$ cat config.mk
export PLATFORM = sky130hd
export DESIGN_NAME = noc_pkt_rx
export DESIGN_NICKNAME = d
export VERILOG_FILES = /design/src/rtl/noc_pkg.sv /design/src/rtl/noc_bit_sync.sv /design/src/rtl/noc_pkt_rx.sv
export SDC_FILE = /design/constraint.sdc
export NUM_CORES = 1
export LEC_CHECK = 0
export BUFFER_PORTS_ARGS = -buffer_cell sky130_fd_sc_hd__buf_2
export CAP_MARGIN = 20
export CORE_MARGIN = 2
export CORE_UTILIZATION = 60
export CTS_CLUSTER_DIAMETER = 40
export DETAILED_ROUTE_END_ITERATION = 8
export GPL_ROUTABILITY_DRIVEN = 0
export PLACE_DENSITY_LB_ADDON = 0.15
export RECOVER_POWER = 25
export SYNTH_ARGS = -nofsm -noshare
export SYNTH_HDL_FRONTEND = slang
export SYNTH_SLANG_ARGS = --single-unit
$ cat constraint.sdc
create_clock -name clk -period 6.1 [get_ports clk]
set_input_delay 0 -clock clk [delete_from_list [all_inputs] [get_ports clk]]
set_output_delay 0 -clock clk [all_outputs]
set_load 0.05 [all_outputs]
$ cat src/rtl/noc_pkg.sv
// Shared packet layout, packet type encoding and receive FSM states for the NoC receive path.
package noc_pkg;

   localparam int PKT_WIDTH = 39;
   localparam int DEST_W    = 4;
   localparam int SRC_W     = 4;
   localparam int TAG_W     = 5;
   localparam int PAYLOAD_W = 24;

   typedef enum logic [1:0] {
      PKT_READ  = 2'b00,
      PKT_WRITE = 2'b01,
      PKT_RESP  = 2'b10,
      PKT_MSG   = 2'b11
   } pkt_type_e;

   // MSB-first field order matches the wire format: type, dest, src, tag, payload.
   typedef struct packed {
      pkt_type_e              ptype;
      logic [DEST_W-1:0]      dest;
      logic [SRC_W-1:0]       src;
      logic [TAG_W-1:0]       tag;
      logic [PAYLOAD_W-1:0]   payload;
   } packet_t;

   typedef enum logic [1:0] {
      S_RESYNC = 2'b00,
      S_IDLE   = 2'b01,
      S_ACKED  = 2'b10
   } rx_state_e;

   function automatic packet_t unpack_pkt(input logic [PKT_WIDTH-1:0] raw);
      return packet_t'(raw);
   endfunction

endpackage

$ cat src/rtl/noc_bit_sync.sv
// Multi-flop synchronizer for a single asynchronous level; all stages clear on reset.
module noc_bit_sync #(
   parameter int STAGES = 2
) (
   input  logic clk,
   input  logic rst,
   input  logic d_i,
   output logic q_o
);

   logic [STAGES-1:0] sync_q;

   // Shift the asynchronous level through the flop chain.
   always_ff @(posedge clk) begin
      if (rst) begin
         sync_q <= {STAGES{1'b0}};
      end else begin
         sync_q <= {sync_q[STAGES-2:0], d_i};
      end
   end

   assign q_o = sync_q[STAGES-1];

endmodule

$ cat src/rtl/noc_pkt_rx.sv
// Receive end of a 4-phase bundled-data NoC channel: sync in_req, buffer packets, decode the head.
// Optional destination filter enabled by defining NOC_RX_ADDR_FILTER_EN.
module noc_pkt_rx
   import noc_pkg::*;
#(
   parameter int         WIDTH       = PKT_WIDTH,
   parameter int         DEPTH       = 4,
   parameter int         SYNC_STAGES = 2,
   parameter logic [3:0] MY_ADDR     = 4'h0
) (
   input  logic              clk,
   input  logic              rst,
   input  logic              in_req,
   input  logic [WIDTH-1:0]  in_data,
   output logic              in_ack,
   output logic              out_valid,
   input  logic              out_ready,
   output logic [1:0]        out_type,
   output logic [3:0]        out_dest,
   output logic [3:0]        out_src,
   output logic [4:0]        out_tag,
   output logic [23:0]       out_payload,
   output logic [15:0]       rx_count,
   output logic [7:0]        drop_count
);

   localparam int AW = $clog2(DEPTH);
   localparam int CW = AW + 1;
   localparam int SW = $clog2(SYNC_STAGES + 1);

`ifdef NOC_RX_ADDR_FILTER_EN
   localparam logic FILTER_EN = 1'b1;
`else
   localparam logic FILTER_EN = 1'b0;
`endif

   logic          req_s;
   rx_state_e     state_q, state_d;
   logic          ack_q, ack_d;
   logic [SW-1:0] settle_q, settle_d;
   packet_t       mem_q [DEPTH];
   logic [AW-1:0] wr_ptr_q, rd_ptr_q;
   logic [CW-1:0] count_q;
   logic [15:0]   rx_count_q;
   logic [7:0]    drop_count_q;
   packet_t       pkt_in_s, head_s;
   logic          full_s, empty_s, push_s, pop_s, drop_s, mismatch_s;

   noc_bit_sync #(.STAGES(SYNC_STAGES)) u_req_sync (
      .clk (clk),
      .rst (rst),
      .d_i (in_req),
      .q_o (req_s)
   );

   assign pkt_in_s   = unpack_pkt(in_data);
   assign full_s     = (count_q == CW'(DEPTH));
   assign empty_s    = (count_q == {CW{1'b0}});
   assign pop_s      = !empty_s && out_ready;
   assign mismatch_s = FILTER_EN && (pkt_in_s.dest != MY_ADDR);

   // Handshake FSM; after reset the synchronizer must refill before req_s is trusted.
   always_comb begin
      state_d  = state_q;
      ack_d    = ack_q;
      settle_d = settle_q;
      push_s   = 1'b0;
      drop_s   = 1'b0;
      case (state_q)
         S_RESYNC: begin
            if (settle_q != SW'(SYNC_STAGES)) begin
               settle_d = settle_q + 1'b1;
            end else if (!req_s) begin
               state_d = S_IDLE;
            end else begin
               state_d = S_RESYNC;
            end
         end
         S_IDLE: begin
            if (req_s && mismatch_s) begin
               drop_s  = 1'b1;
               ack_d   = 1'b1;
               state_d = S_ACKED;
            end else if (req_s && !full_s) begin
               push_s  = 1'b1;
               ack_d   = 1'b1;
               state_d = S_ACKED;
            end else begin
               state_d = S_IDLE;
            end
         end
         S_ACKED: begin
            if (!req_s) begin
               ack_d   = 1'b0;
               state_d = S_IDLE;
            end else begin
               state_d = S_ACKED;
            end
         end
         default: begin
            ack_d   = 1'b0;
            state_d = S_RESYNC;
         end
      endcase
   end

   // FSM, acknowledge and settle counter registers.
   always_ff @(posedge clk) begin
      if (rst) begin
         state_q  <= S_RESYNC;
         ack_q    <= 1'b0;
         settle_q <= {SW{1'b0}};
      end else begin
         state_q  <= state_d;
         ack_q    <= ack_d;
         settle_q <= settle_d;
      end
   end

   // FIFO storage; contents are don't-care until the pointers say otherwise.
   always_ff @(posedge clk) begin
      if (push_s) begin
         mem_q[wr_ptr_q] <= pkt_in_s;
      end
   end

   // FIFO pointers, occupancy and statistics counters.
   always_ff @(posedge clk) begin
      if (rst) begin
         wr_ptr_q     <= {AW{1'b0}};
         rd_ptr_q     <= {AW{1'b0}};
         count_q      <= {CW{1'b0}};
         rx_count_q   <= 16'h0000;
         drop_count_q <= 8'h00;
      end else begin
         if (push_s) begin
            wr_ptr_q   <= wr_ptr_q + 1'b1;
            rx_count_q <= rx_count_q + 16'h0001;
         end
         if (pop_s) begin
            rd_ptr_q <= rd_ptr_q + 1'b1;
         end
         case ({push_s, pop_s})
            2'b10:   count_q <= count_q + 1'b1;
            2'b01:   count_q <= count_q - 1'b1;
            default: count_q <= count_q;
         endcase
         if (drop_s && (drop_count_q != 8'hFF)) begin
            drop_count_q <= drop_count_q + 8'h01;
         end
      end
   end

   assign head_s      = empty_s ? packet_t'({PKT_WIDTH{1'b0}}) : mem_q[rd_ptr_q];
   assign in_ack      = ack_q;
   assign out_valid   = !empty_s;
   assign out_type    = head_s.ptype;
   assign out_dest    = head_s.dest;
   assign out_src     = head_s.src;
   assign out_tag     = head_s.tag;
   assign out_payload = head_s.payload;
   assign rx_count    = rx_count_q;
   assign drop_count  = drop_count_q;

endmodule
==> impl.org, run 1 <==
** Setup path
- The signal on the critical path passes through nand3b_1 > nor2_1 > and2_2.
- Critical path capture point type :: flip-flop
- The worst setup path is launched from a flip-flop.
- Max FO, Critical Path :: 39
- Number of buffer and inverter stages on the critical path :: 0
- The worst setup path is of the flip-flop to flip-flop kind.
- Counting cells, the worst reg-to-reg path comes to 3.
- Largest delay contributor family on the critical path :: simple AND/OR/NAND/NOR gates
- For the worst setup path, the data required time is 6.14 ns.
- Crit path depth :: 3
- For the worst setup path, the data arrival time is 2.56 ns.
- On the critical path, the stage with the largest delay is an instance of sky130_fd_sc_hd__and2_2.
- Delay contributed by the slowest stage of the critical path :: 0.97 ns

** Detailed routing
- In this run the remaining antenna-violating nets after routing total 0.
- The routed design has 13.2 mm of wire.
- The routed design uses 6.93 mm of met2 wire.
- Summed over all nets, wire length on met3 after detailed routing comes to 607 µm.
- In the routed layout, each cell is associated on average with a via count of 5.49.
- After detailed routing, the average wire length per cell comes to 17.7 µm.
- In the final routing, the length of wire on met1 measures 5.43 mm.
- The first detailed-routing pass took 4 iterations.
- # DRC :: 0
- Highest metal layer used by the detailed router :: met4
- Initial detailed-routing violation count :: 314
- Summing over every cut layer, the via total after detailed routing is 4090.

** Timing
- The clock arrives with 0.00544 ns of skew.
- Minimum hold slack :: 0.0522 ns
- The clock period could shrink to 2.53 ns.
- Number of endpoints with negative hold slack in the final report :: 0
- Aggregate negative setup slack :: 0 ns
- Final Setup Violations :: 0
- Period utilization :: 0.414
- Worst slew pin tran :: 1.06 ns
- Based on the critical path, the design can be clocked at up to 0.396 GHz.
- The total count of max-transition violations in the final report was 0.
- Slew margin rel. :: 0.293
- Unrepaired setup endpoints after global routing :: no

** Min path
- Hold path depth :: 2
- Worst Hold Class :: primary input to flip-flop

** Yosys
- Total standard cell area after synthesis :: 7430 µm²
- EDFF count, synth :: 156
- Post-Synth Simple-Gate Area :: 0.0909
- The netlist uses 39 different library cells.
- The portion of synthesized area spent on multiplexers is 0.121.
- For this run, the register share of the synthesized area comes to 0.717.
- Dominant cells by area after synthesis :: sky130_fd_sc_hd__edfxtp_1, sky130_fd_sc_hd__mux4_2, sky130_fd_sc_hd__dfxtp_1, sky130_fd_sc_hd__and2_1, sky130_fd_sc_hd__ha_1
- After synthesis, the share of flip-flops with an asynchronous set or reset is 0.
- After synthesis, the largest family of logic cells by area is multiplexers.
- Synthesis-stage register bit count :: 188
- Synthesized netlist cell count :: 421
- After synthesis, the mean cell area works out to 17.7 µm².
- The fraction of the mapped netlist area in compound gates is 0.0190.
- Of the total synthesized cell area, the portion taken by XOR and XNOR cells is 0.0153.
- sky130_fd_sc_hd__edfxtp_1 takes more of the synthesized area than any other cell.
- Fraction of the mapped netlist area in adder cells :: 0.0145
- Among all flip-flop cells after synthesis, the most frequent one is sky130_fd_sc_hd__edfxtp_1.
- Count of yosys warnings during synthesis :: 0
- Of the post-synthesis cell area, the dominant cell type holds 0.630.

** Clocking
- Counting every sink on the clock net gives 188.
- In this run, CTS created clock tree buffers numbering 17.
- TritonCTS built the clock tree.
- Post-CTS timing repair inserted 0 buffers for setup.
- In this run the deepest clock path goes through 2 buffers.
- The root buffer cell chosen for the clock tree is sky130_fd_sc_hd__clkbuf_16.
- The later pin in the worst-skew pair is clocked with a latency of 0.42 ns.
- The clock tree synthesis step divided the H-tree into 4 levels.
- After clock tree synthesis, the clock-pin slew on the worst setup and hold paths is 0.06 ns.

** Power and ir drop
- Power per cell area :: 294 nW/µm²
- Leakage power of the design :: 0.00313 µW
- Of the total power, registers draw 0.540.
- Of the total power, the share spent switching nets is 0.212.
- Fraction of power consumed by combinational cells :: 0.078
- Pwr Total :: 2640 µW
- The worst-case IR drop observed on VDD is 0.221 mV.
- The analysis attributes to net switching a power of 560 µW.
- Internal :: 2080 µW
- Share of total power in the clock network :: 0.382

** Job
- Across the run, the number of max-cap violations was 0.

** Final layout
- The final layout contains 615 nets.
- Relative to the synthesized area, the layout overhead comes to 20.7%.
- Area of the multi-input gates :: 1970 µm²
- Final std cell area, no fill :: 8970 µm²
- Registers take 5330 µm².
- Ant diodes :: 0
- Fill cells in the final layout number 765.
- Ratio of cells with drive above 1 in the final layout :: 0.258
- Number of non-filler instances in the completed layout :: 745

** Floorplan
- Die Span X :: 115 µm
- For this configuration, the core starts out at a cell density of 0.616.
- In this run the count of I/O pins placed on the die edge is 108.
- Core footprint :: 12100 µm²
- Cell Rows :: 40
- The floorplan step set the die height to 115 µm.
- The floorplan step defined a die boundary enclosing 13300 µm².

** Global route
- Entering global routing, the biggest net connects 42 pins.
- The initial antenna violation count came to 0.
- Aggregate global-route resource usage :: 0.215
- Residual overflow from global routing :: 0
- The first global-routing pass estimated 21.0 mm of wire.
- Vias in the first global route :: 4208

** Placed design
- Placed Area :: 8050 µm²
- Buffers placed on the I/O ports in this run total 99.
- Number of placed instances, taps included :: 672
- Placed wire-length estimate after detailed placement :: 7.56 mm

** Run status
- The flow ran to the end, and the final reports show no timing, DRC or antenna violations.
[cells in the mapped netlist (2+ instances only)]
library cell / count
sky130_fd_sc_hd__nor2b_1: 2
sky130_fd_sc_hd__nor3_1: 3
sky130_fd_sc_hd__o31ai_1: 3
sky130_fd_sc_hd__dfxtp_1: 32
sky130_fd_sc_hd__nand4_1: 4
sky130_fd_sc_hd__o21ai_0: 7
sky130_fd_sc_hd__mux4_2: 39
sky130_fd_sc_hd__xnor2_1: 8
sky130_fd_sc_hd__and2_1: 44
sky130_fd_sc_hd__nand2_1: 8
sky130_fd_sc_hd__inv_1: 10
sky130_fd_sc_hd__clkbuf_1: 11
sky130_fd_sc_hd__buf_4: 8
sky130_fd_sc_hd__nand3_1: 6
sky130_fd_sc_hd__ha_1: 7
sky130_fd_sc_hd__or3_1: 7
sky130_fd_sc_hd__xor2_1: 5
sky130_fd_sc_hd__buf_2: 5
sky130_fd_sc_hd__or4_1: 4
sky130_fd_sc_hd__edfxtp_1: 156
sky130_fd_sc_hd__nor4_1: 3
sky130_fd_sc_hd__a21oi_1: 12
sky130_fd_sc_hd__nor2_1: 21
[per-stage QoR]
stage	setup slack (ns)	util
finish	3.57	0.744
global route	3.31	0.744
CTS	3.52	0.747
detailed placement	3.54	0.668
global placement	3.57	0.668
floorplan	3.69	-
[worst register-to-register path: stages, from the launching register on]
cell and delay, ns:
sky130_fd_sc_hd__dfxtp_1 0.49, sky130_fd_sc_hd__nand3b_1 0.16, sky130_fd_sc_hd__nor2_1 0.50, sky130_fd_sc_hd__and2_2 0.97
[logic make-up after synthesis]
group,after synthesis
flops,188
simple gates,111
mux,41
buf+inv,34
compound gates,25
xor+xnor,13
fa+ha+maj,8
other cells,1
[placed cells by master, fill, tap and decap left out, types with 2 or more instances in the layout]
cell and n:
sky130_fd_sc_hd__clkinv_2 2, sky130_fd_sc_hd__nor2b_1 2, sky130_fd_sc_hd__a21oi_1 12, sky130_fd_sc_hd__nor4_1 3, sky130_fd_sc_hd__o21ai_0 7, sky130_fd_sc_hd__clkbuf_8 3, sky130_fd_sc_hd__clkbuf_16 17, sky130_fd_sc_hd__nor3_1 3
sky130_fd_sc_hd__dfxtp_1 30, sky130_fd_sc_hd__nand3_1 6, sky130_fd_sc_hd__or4_1 4, sky130_fd_sc_hd__or3_1 7, sky130_fd_sc_hd__nor2_1 21, sky130_fd_sc_hd__ha_1 7, sky130_fd_sc_hd__o31ai_1 3, sky130_fd_sc_hd__buf_2 73
sky130_fd_sc_hd__dlygate4sd3_1 41, sky130_fd_sc_hd__and2_2 4, sky130_fd_sc_hd__xnor2_1 8, sky130_fd_sc_hd__and2_1 40, sky130_fd_sc_hd__mux4_2 39, sky130_fd_sc_hd__xor2_1 5, sky130_fd_sc_hd__clkbuf_1 35, sky130_fd_sc_hd__conb_1 8
sky130_fd_sc_hd__edfxtp_1 156, sky130_fd_sc_hd__inv_1 10, sky130_fd_sc_hd__nand2_1 8, sky130_fd_sc_hd__nand4_1 4
[final timing paths]
| kind | start | to | slack [ns] |
|---|---|---|---|
| worst max-delay path | state_q[0] | mem_q[1][28] | 3.57 |
| worst min-delay path | rst | rx_count[4] | 0.05 |
| worst max register to register | state_q[0] | mem_q[1][28] | 3.57 |
| worst min register to register | u_req_sync.sync_q[0] | u_req_sync.sync_q[1] | 0.45 |
[final cells by class]
class,instances,area share
Clock inverter,3,0.00446
Multi-Input combinational cell,206,0.220
Tap cell,168,0.0234
Clock buffer,29,0.0558
Inverter,10,0.00418
Timing Repair Buffer,141,0.0982
Sequential cell,188,0.594
[repair_timing]
action / 4_1_cts / 5_1_grt
gates resized for setup: 0 / 0
hold endpoints to repair: 159 / 0
endpoints found under the setup margin: 0 / 0
hold buffers: 41 / 0
[per-layer routing]
metal  vias to the layer above  GRT usage
li1                       1903          -
met1                      2053      0.270
met2                       116      0.374
met3                        18     0.0416
met4                         0     0.0811
met5                         -          0
[flip-flops by register name, summed over array words and instances, names as in the netlist, named ones only]
name / count
mem_q: 156
rx_count: 16
count_q: 3
rd_ptr_q: 2
settle_q: 2
state_q: 2
u_req_sync.sync_q: 2
wr_ptr_q: 2
in_ack: 1
[power groups by stage]
| stage | logic, µW | registers [µW] | clock network, µW |
|---|---|---|---|
| after floorplan | 148 | 1440 | 0 |
| final | 206 | 1420 | 1010 |
| after CTS | 209 | 1430 | 1020 |
| after global placement | 182 | 1450 | 0 |
| after global routing | 223 | 1430 | 1070 |
| after detailed placement | 188 | 1450 | 0 |
No activity file was read; power rests on OpenSTA's default activity.
==> run 2: changes to the inputs <==
--- a/config.mk
+++ b/config.mk
@@ -8,7 +8,7 @@
 export BUFFER_PORTS_ARGS = -buffer_cell sky130_fd_sc_hd__buf_2
 export CAP_MARGIN = 20
 export CORE_MARGIN = 2
-export CORE_UTILIZATION = 60
+export CORE_UTILIZATION = 57
 export CTS_CLUSTER_DIAMETER = 40
 export DETAILED_ROUTE_END_ITERATION = 8
 export GPL_ROUTABILITY_DRIVEN = 0
==> constraint.sdc (replaced) <==
create_clock -name clk -period 2.4 [get_ports clk]
set_input_delay 0 -clock clk [delete_from_list [all_inputs] [get_ports clk]]
set_output_delay 0 -clock clk [all_outputs]
set_load 0.05 [all_outputs]
==> run 2 against run 1 <==
  * Setup slack worse by 3.4 ns
  * Global-route usage down 0.93 points
  * Hold slack better by 0.0052 ns
  * Largest power group unchanged
  * Power rose to 2.5 times the previous value
  * Clock power up 150%
  * First-iteration DRC count down 1.9%
==> impl.org, run 2 (synthesis gave the netlist of run 1 again) <==
** Run status
- The flow ran to the end, and the final reports show no timing, DRC or antenna violations.

** Detailed routing
- Overall via count from detail_route :: 4041 (-1.2%)
- Remaining antenna violation count after routing :: 0 (unchanged)
- Avg Vias per Cell :: 5.31 (-3.3%)
- Number of iterations in the first detailed-routing pass :: 4 (unchanged)
- The final routed wirelength across all metal layers came to 13.2 mm (+0.56%).
- The wire length per cell came to 17.4 µm (-1.6%).
- Initial detailed-routing violation count :: 308 (-1.9%)
- The number of DRC violations after detailed routing is 0 (unchanged).

** Clocking
- Clock sink total :: 188 (unchanged)
- The TritonCTS buffer count is 17 (unchanged).
- Number of levels the H-tree was split into :: 4 (unchanged)
- The number of buffers between clock root and the deepest sink came to 2 (unchanged).
- The quantity of gates resized following cts came to 0 (unchanged).
- Cell chosen for the clock root :: sky130_fd_sc_hd__clkbuf_16
- TritonCTS clock tree :: done
- The source-to-sink clock delay at the later pin of the worst-skew pair is 0.42 ns (about the same).
- Clock-pin slew on the worst setup and hold paths :: 0.06 ns (about the same)
- Total setup buffers inserted after CTS :: 0 (unchanged)

** Setup path
- Critical path class :: flip-flop to output port
- Reg2Reg Setup Slack :: 0.26 ns (-3.31 ns)
- The delay contributed by the slowest stage of the critical path came to 0.54 ns (-0.43 ns).
- Endpoint of the worst register-to-register path :: mem_q[2][13]
- STA classifies the critical path startpoint as a flip-flop.
- The peak fanout along the critical path is 33 (-15%).
- STA classifies the critical path endpoint as an output port.
- The required time of the worst setup path was 2.40 ns (-3.74 ns).
- Crit-path cells :: buf_12 > mux4_2 > and2_1 > buf_2
- Number of buffer and inverter stages on the critical path :: 2 (+2)
- Data arrival time at the worst-slack endpoint :: 2.19 ns (-0.37 ns)
- Grouping stages by cell kind, the critical path spends the most delay in multiplexers.
- Start of the worst register-to-register path :: state_q[1]
- The slowest stage of the critical path is the sky130_fd_sc_hd__mux4_2 cell.
- The worst-case reg-to-reg path depth came to 4 (+1).

** Timing
- Worst clock skew :: 0.00775 ns (+0.00231 ns)
- The measured slew at the worst slew-check pin was 1.02 ns (-0.0409 ns).
- Post-layout minimum cycle time :: 2.19 ns
- Final Setup Violations :: 0 (unchanged)
- Slew margin rel. :: 0.320 (+0.0273)
- Based on the critical path, the design can be clocked at up to 0.456 GHz.
- Number of endpoints with negative hold slack in the final report :: 0 (unchanged)
- Final setup slack of the worst path :: 0.207 ns (-3.37 ns)
- Minimum hold slack :: 0.0574 ns (+0.00522 ns)
- The total count of max-transition violations in the final report is 0 (unchanged).
- Setup repair after global routing left no endpoint under its margin.
- Aggregate negative setup slack :: 0 ns (unchanged)
- Period utilization :: 0.914

** Final layout
- The number of flip-flops in the largest register was 156 (unchanged).
- Register with the most flip-flops :: mem_q
- Fill cell total of the finished layout :: 857 (+12%)
- The total inserted antenna cells came to 0 (unchanged).
- The share of final-layout standard cells stronger than drive strength 1 was 0.272 (+0.0134).
- The net count of the finished layout was 627 (+2.0%).
- Most frequent cells in the layout :: sky130_fd_sc_hd__edfxtp_1, sky130_fd_sc_hd__buf_2, sky130_fd_sc_hd__dlygate4sd3_1
- The filler-free cell count of the finished design came to 761 (+2.1%).
- The area of the multi-input gates was 1970 µm² (unchanged).
- Most common cell after layout, fill and taps aside :: sky130_fd_sc_hd__edfxtp_1
- Area growth from synthesis to layout :: 22.3%
- The post-layout instance area is 9090 µm² (+1.3%).
- FF/Latch Area :: 5330 µm² (about the same)

** Power and ir drop
- Power per cell area :: 731 nW/µm² (+150%)
- The leakage power total is 0.00319 µW (+2.1%).
- The peak ir drop on the vdd network came to 0.540 mV (+140%).

** Global route
- The total congestion overflow is 0 (unchanged).
- First-pass GRT wire length :: 21.7 mm (+3.2%)
- The initial antenna violation count was 0 (unchanged).
- Aggregate global-route resource usage :: 0.205 (-0.00934)
- The pin count of the biggest net entering global routing is 42 (unchanged).
- The number of global-route vias before repair is 4234 (+0.62%).

** Floorplan
- Overall die height :: 118 µm (+2.5%)
- The total number of placement rows came to 41 (+2.5%).
- Die Span X :: 118 µm (+2.5%)
- Die area :: 14000 µm² (+5.1%)
- Core footprint :: 12700 µm² (+5.1%)
- The initial standard-cell utilization of the core is 0.586 (-0.0296).
- Ports placed on the boundary :: 108 (unchanged)

** Min path
- Capture endpoint of the worst hold path :: settle_q[0]
- The startpoint identified for the worst hold timing path is rst.
- The number of cells on the worst hold path is 2 (unchanged).
- Worst Hold Class :: primary input to flip-flop

** Placed design
- Placed Area :: 8180 µm² (+1.6%)
- Count of input and output buffers :: 99 (unchanged)
- The minimum setup slack after placement was 0.228 ns (-3.31 ns).
- Number of placed instances, taps included :: 688 (+2.4%)
- The post-detailed-placement half-perimeter wirelength is 7.92 mm (+4.8%).

** Job
- # Max-Cap Violations :: 0 (unchanged)
run 2: worst max-delay path by stage:
| stage | from | end | slack (ns) | depth (start not counted) |
|---|---|---|---|---|
| after floorplan | count_q[0] | count_q[2] | 0.19 | 9 |
| after global placement | state_q[1] | mem_q[3][10] | 0.25 | 4 |
| after detailed placement | state_q[1] | mem_q[3][5] | 0.23 | 4 |
| after CTS | flip-flop | out_payload[22] | 0.15 | 4 |
| after global routing | flip-flop | out_type[1] | 0.07 | 4 |
| final | flip-flop | out_type[1] | 0.21 | 4 |
run 2: worst register-to-register path, stage by stage (launching register included):
cell	delay (ns)
sky130_fd_sc_hd__dfxtp_1	0.31
sky130_fd_sc_hd__nand3b_1	0.20
sky130_fd_sc_hd__nor2_1	0.20
sky130_fd_sc_hd__buf_4	0.19
sky130_fd_sc_hd__and2_2	0.82
run 2: cell type report:
class | instances | share of cell area
well taps | 172 | 0.0237
clock inverters | 3 | 0.00151
flip-flops and latches | 188 | 0.586
multi-input cells | 206 | 0.217
clock buffers | 29 | 0.0563
repair buffers | 153 | 0.111
inverters | 10 | 0.00413
run 2: timing repair:
| action | 4_1_cts | 5_1_grt |
|---|---|---|
| hold endpoints to repair | 159 | 0 |
| endpoints found under the setup margin | 0 | 0 |
| hold buffers | 41 | 0 |
run 2: where the power goes:
group	switching (µW)	internal (µW)	total, µW
Clock	1050	1440	2490
Combinational	345	214	559
Sequential	23.5	3570	3590
run 2: metal layers:
layer,vias up,GRT usage,wire length [µm]
met5,-,0,0
met4,0,0.0783,161
met3,11,0.0458,495
met2,83,0.350,6890
met1,2027,0.259,5690
li1,1920,-,-
run 2: through the flow:
step            util  power (µW)
2_1_floorplan      -        4040
3_3_place_gp   0.646        4160
3_5_place_dp   0.646        4180
4_1_cts        0.720        6710
5_1_grt        0.717        6890
6_report       0.717        6640
==> run 3: changes to the inputs <==
--- a/config.mk
+++ b/config.mk
@@ -13,7 +13,6 @@
 export DETAILED_ROUTE_END_ITERATION = 8
 export GPL_ROUTABILITY_DRIVEN = 0
 export PLACE_DENSITY_LB_ADDON = 0.15
-export RECOVER_POWER = 25
 export SYNTH_ARGS = -nofsm -noshare
 export SYNTH_HDL_FRONTEND = slang
 export SYNTH_SLANG_ARGS = --single-unit
==> run 3 against run 2 <==
  * Setup slack better by 0.0038 ns
  * Die area stayed put
  * Non-clock buffer count stayed put
  * Register-to-register slack hardly changed
  * Critical path type unchanged
  * Largest cell class unchanged
==> impl.org, run 3 (synthesis gave the netlist of run 1 again) <==
** Run status
- Outcome :: completed

** Placed design
- The post-detailed-placement half-perimeter wirelength came to 7.92 mm (unchanged).
- The total cell area at the placement stage was 8180 µm² (unchanged).
- Count of input and output buffers :: 99 (unchanged)
- Number of placed instances, taps included :: 688 (unchanged)

** Timing
- The final setup skew came to 0.00878 ns (+0.00103 ns).
- Unrepaired setup endpoints after global routing :: no
- Period utilization :: 0.912 (-0.00159)
- Maximum operating frequency :: 0.457 GHz (+0.17%)
- Slew margin rel. :: 0.308 (-0.0126)
- Minimum hold slack :: 0.0617 ns (+0.00422 ns)
- The total count of max-transition violations in the final report is 0 (unchanged).
- Worst slew pin tran :: 1.04 ns (+0.0189 ns)
- Number of endpoints with negative hold slack in the final report :: 0 (unchanged)
- Final Setup Violations :: 0 (unchanged)
- The post-route setup TNS is 0 ns (unchanged).
- Post-layout minimum cycle time :: 2.19 ns (-0.00382 ns)

** Setup path
- Max FO, Critical Path :: 33 (unchanged)
- Critical path data required time :: 2.40 ns (about the same)
- Sort of element at the start of the critical path :: flip-flop
- Critical path capture point type :: output port
- Endpoint of the worst register-to-register path :: mem_q[3][4]
- Path depth of the worst reg2reg path :: 4 (unchanged)
- Critical path class :: flip-flop to output port
- The startpoint identified for the worst register-to-register timing path is state_q[1].
- The flop-to-flop setup slack came to 0.25 ns (about the same).
- Data arrival time at the worst-slack endpoint :: 2.19 ns (about the same)

** Global route
- The overall routing resource usage came to 0.205 (unchanged).
- The initial antenna violation count was 0 (unchanged).
- The global-route wire length before repair came to 21.7 mm (unchanged).
- The number of global-route vias before repair is 4234 (unchanged).
- The total congestion overflow was 0 (unchanged).
- Maximum number of pins on one net before global-route repair :: 42 (unchanged)

** Floorplan
- Cell Rows :: 41 (unchanged)
- Overall die height :: 118 µm (unchanged)
- Core footprint :: 12700 µm² (unchanged)
- Ports placed on the boundary :: 108 (unchanged)
- The initial standard-cell utilization of the core came to 0.586 (unchanged).
- The full die area came to 14000 µm² (unchanged).
- The horizontal die dimension came to 118 µm (unchanged).

** Clocking
- The TritonCTS buffer count was 17 (unchanged).
- The number of levels in the clock H-tree was 4 (unchanged).
- Cell chosen for the clock root :: sky130_fd_sc_hd__clkbuf_16
- The quantity of gates resized following cts was 0 (unchanged).
- The number of buffers between clock root and the deepest sink was 2 (unchanged).
- Clock-pin slew on the worst setup and hold paths :: 0.06 ns (about the same)
- Clock sink total :: 188 (unchanged)
- TritonCTS clock tree :: done
- The source-to-sink clock delay at the later pin of the worst-skew pair came to 0.42 ns (about the same).

** Detailed routing
- WL per Instance :: 17.4 µm (+0.11%)
- # DRC :: 0 (unchanged)
- Total Wirelength :: 13.3 mm (+0.11%)
- The number of vias after detailed routing came to 4064 (+0.57%).
- The number of DRC markers after the initial detailed-route iteration was 318 (+3.2%).
- The post-detailed-route count of antenna-violating nets is 0 (unchanged).
- Number of iterations in the first detailed-routing pass :: 4 (unchanged)
- The average via count per standard cell is 5.34 (+0.57%).

** Final layout
- Most frequent cells in the layout :: sky130_fd_sc_hd__edfxtp_1, sky130_fd_sc_hd__buf_2, sky130_fd_sc_hd__dlygate4sd3_1
- Area growth from synthesis to layout :: 22.7%
- The post-layout instance area came to 9120 µm² (+0.36%).
- The net count of the finished layout came to 627 (unchanged).
- The share of final-layout standard cells stronger than drive strength 1 is 0.316 (+0.0441).
- Register with the most flip-flops :: mem_q
- The total inserted antenna cells is 0 (unchanged).
- Number of non-filler instances in the completed layout :: 761 (unchanged)
- The number of flip-flops in the largest register was 156 (unchanged).
- Most common cell after layout, fill and taps aside :: sky130_fd_sc_hd__edfxtp_1

** Power and ir drop
- The leakage power total is 0.00326 µW (+2.2%).
- Pwr Total :: 6650 µW (about the same)
- The power per standard cell area came to 729 nW/µm² (-0.33%).
- Max IR drop VDD :: 0.540 mV (about the same)

** Min path
- Hold path depth :: 2 (unchanged)
- Worst Hold Class :: primary input to flip-flop
- Capture endpoint of the worst hold path :: settle_q[0]
- In this run the most critical hold path is launched from rst.

** Job
- # Max-Cap Violations :: 0 (unchanged)
run 3: changes by cell type in the layout (fill, tap and decap cells not counted):
| cell | before | now |
|---|---|---|
| sky130_fd_sc_hd__clkbuf_1 | 35 | 9 |
| sky130_fd_sc_hd__buf_2 | 73 | 99 |
run 3: stage by stage:
step,setup slack [ns],utilization
finish,0.211,0.720
global route,0.0719,0.720
CTS,0.155,0.720
detailed placement,0.228,0.646
global placement,0.248,0.646
floorplan,0.192,-
run 3: layout make-up:
type	instances	area (µm²)
Tap cell	172	215
Multi-Input combinational cell	206	1970
Fill cell	840	3550
Timing Repair Buffer	153	1040
Clock inverter	3	13.8
Clock buffer	29	512
Sequential cell	188	5330
Inverter	10	37.5
run 3: critical path, stage by stage (launching register included):
cell and delay, ns:
sky130_fd_sc_hd__dfxtp_2 0.50, sky130_fd_sc_hd__buf_12 0.31, sky130_fd_sc_hd__mux4_2 0.54, sky130_fd_sc_hd__and2_1 0.18
sky130_fd_sc_hd__buf_2 0.21
run 3: worst max-delay path by stage:
stage | from | to | depth (start not counted)
final | flip-flop | out_payload[22] | 4
after global routing | flip-flop | out_type[1] | 4
after CTS | flip-flop | out_payload[22] | 4
after global placement | state_q[1] | mem_q[3][10] | 4
after detailed placement | state_q[1] | mem_q[3][5] | 4
after floorplan | count_q[0] | count_q[2] | 9
run 3: power by group:
part           switching, µW  total [µW]  internal [µW]  leakage, µW
registers               23.6        3600           3570      0.00166
logic                    344         564            220      0.00135
clock network           1050        2490           1440     0.000256
total                   1420        6650           5230      0.00326
run 3: metal layers:
| layer | track usage | wire length, µm | up-vias |
|---|---|---|---|
| met5 | 0 | 0 | - |
| met3 | 0.0458 | 576 | 9 |
| met1 | 0.259 | 5660 | 2039 |
| li1 | - | - | 1919 |
| met2 | 0.350 | 6870 | 97 |
| met4 | 0.0783 | 147 | 0 |
run 3: what timing repair did:
| item | 4_1_cts | 5_1_grt |
|---|---|---|
| hold buffers | 41 | 0 |
| endpoints found under the hold margin | 159 | 0 |
| buffers inserted | 0 | 0 |
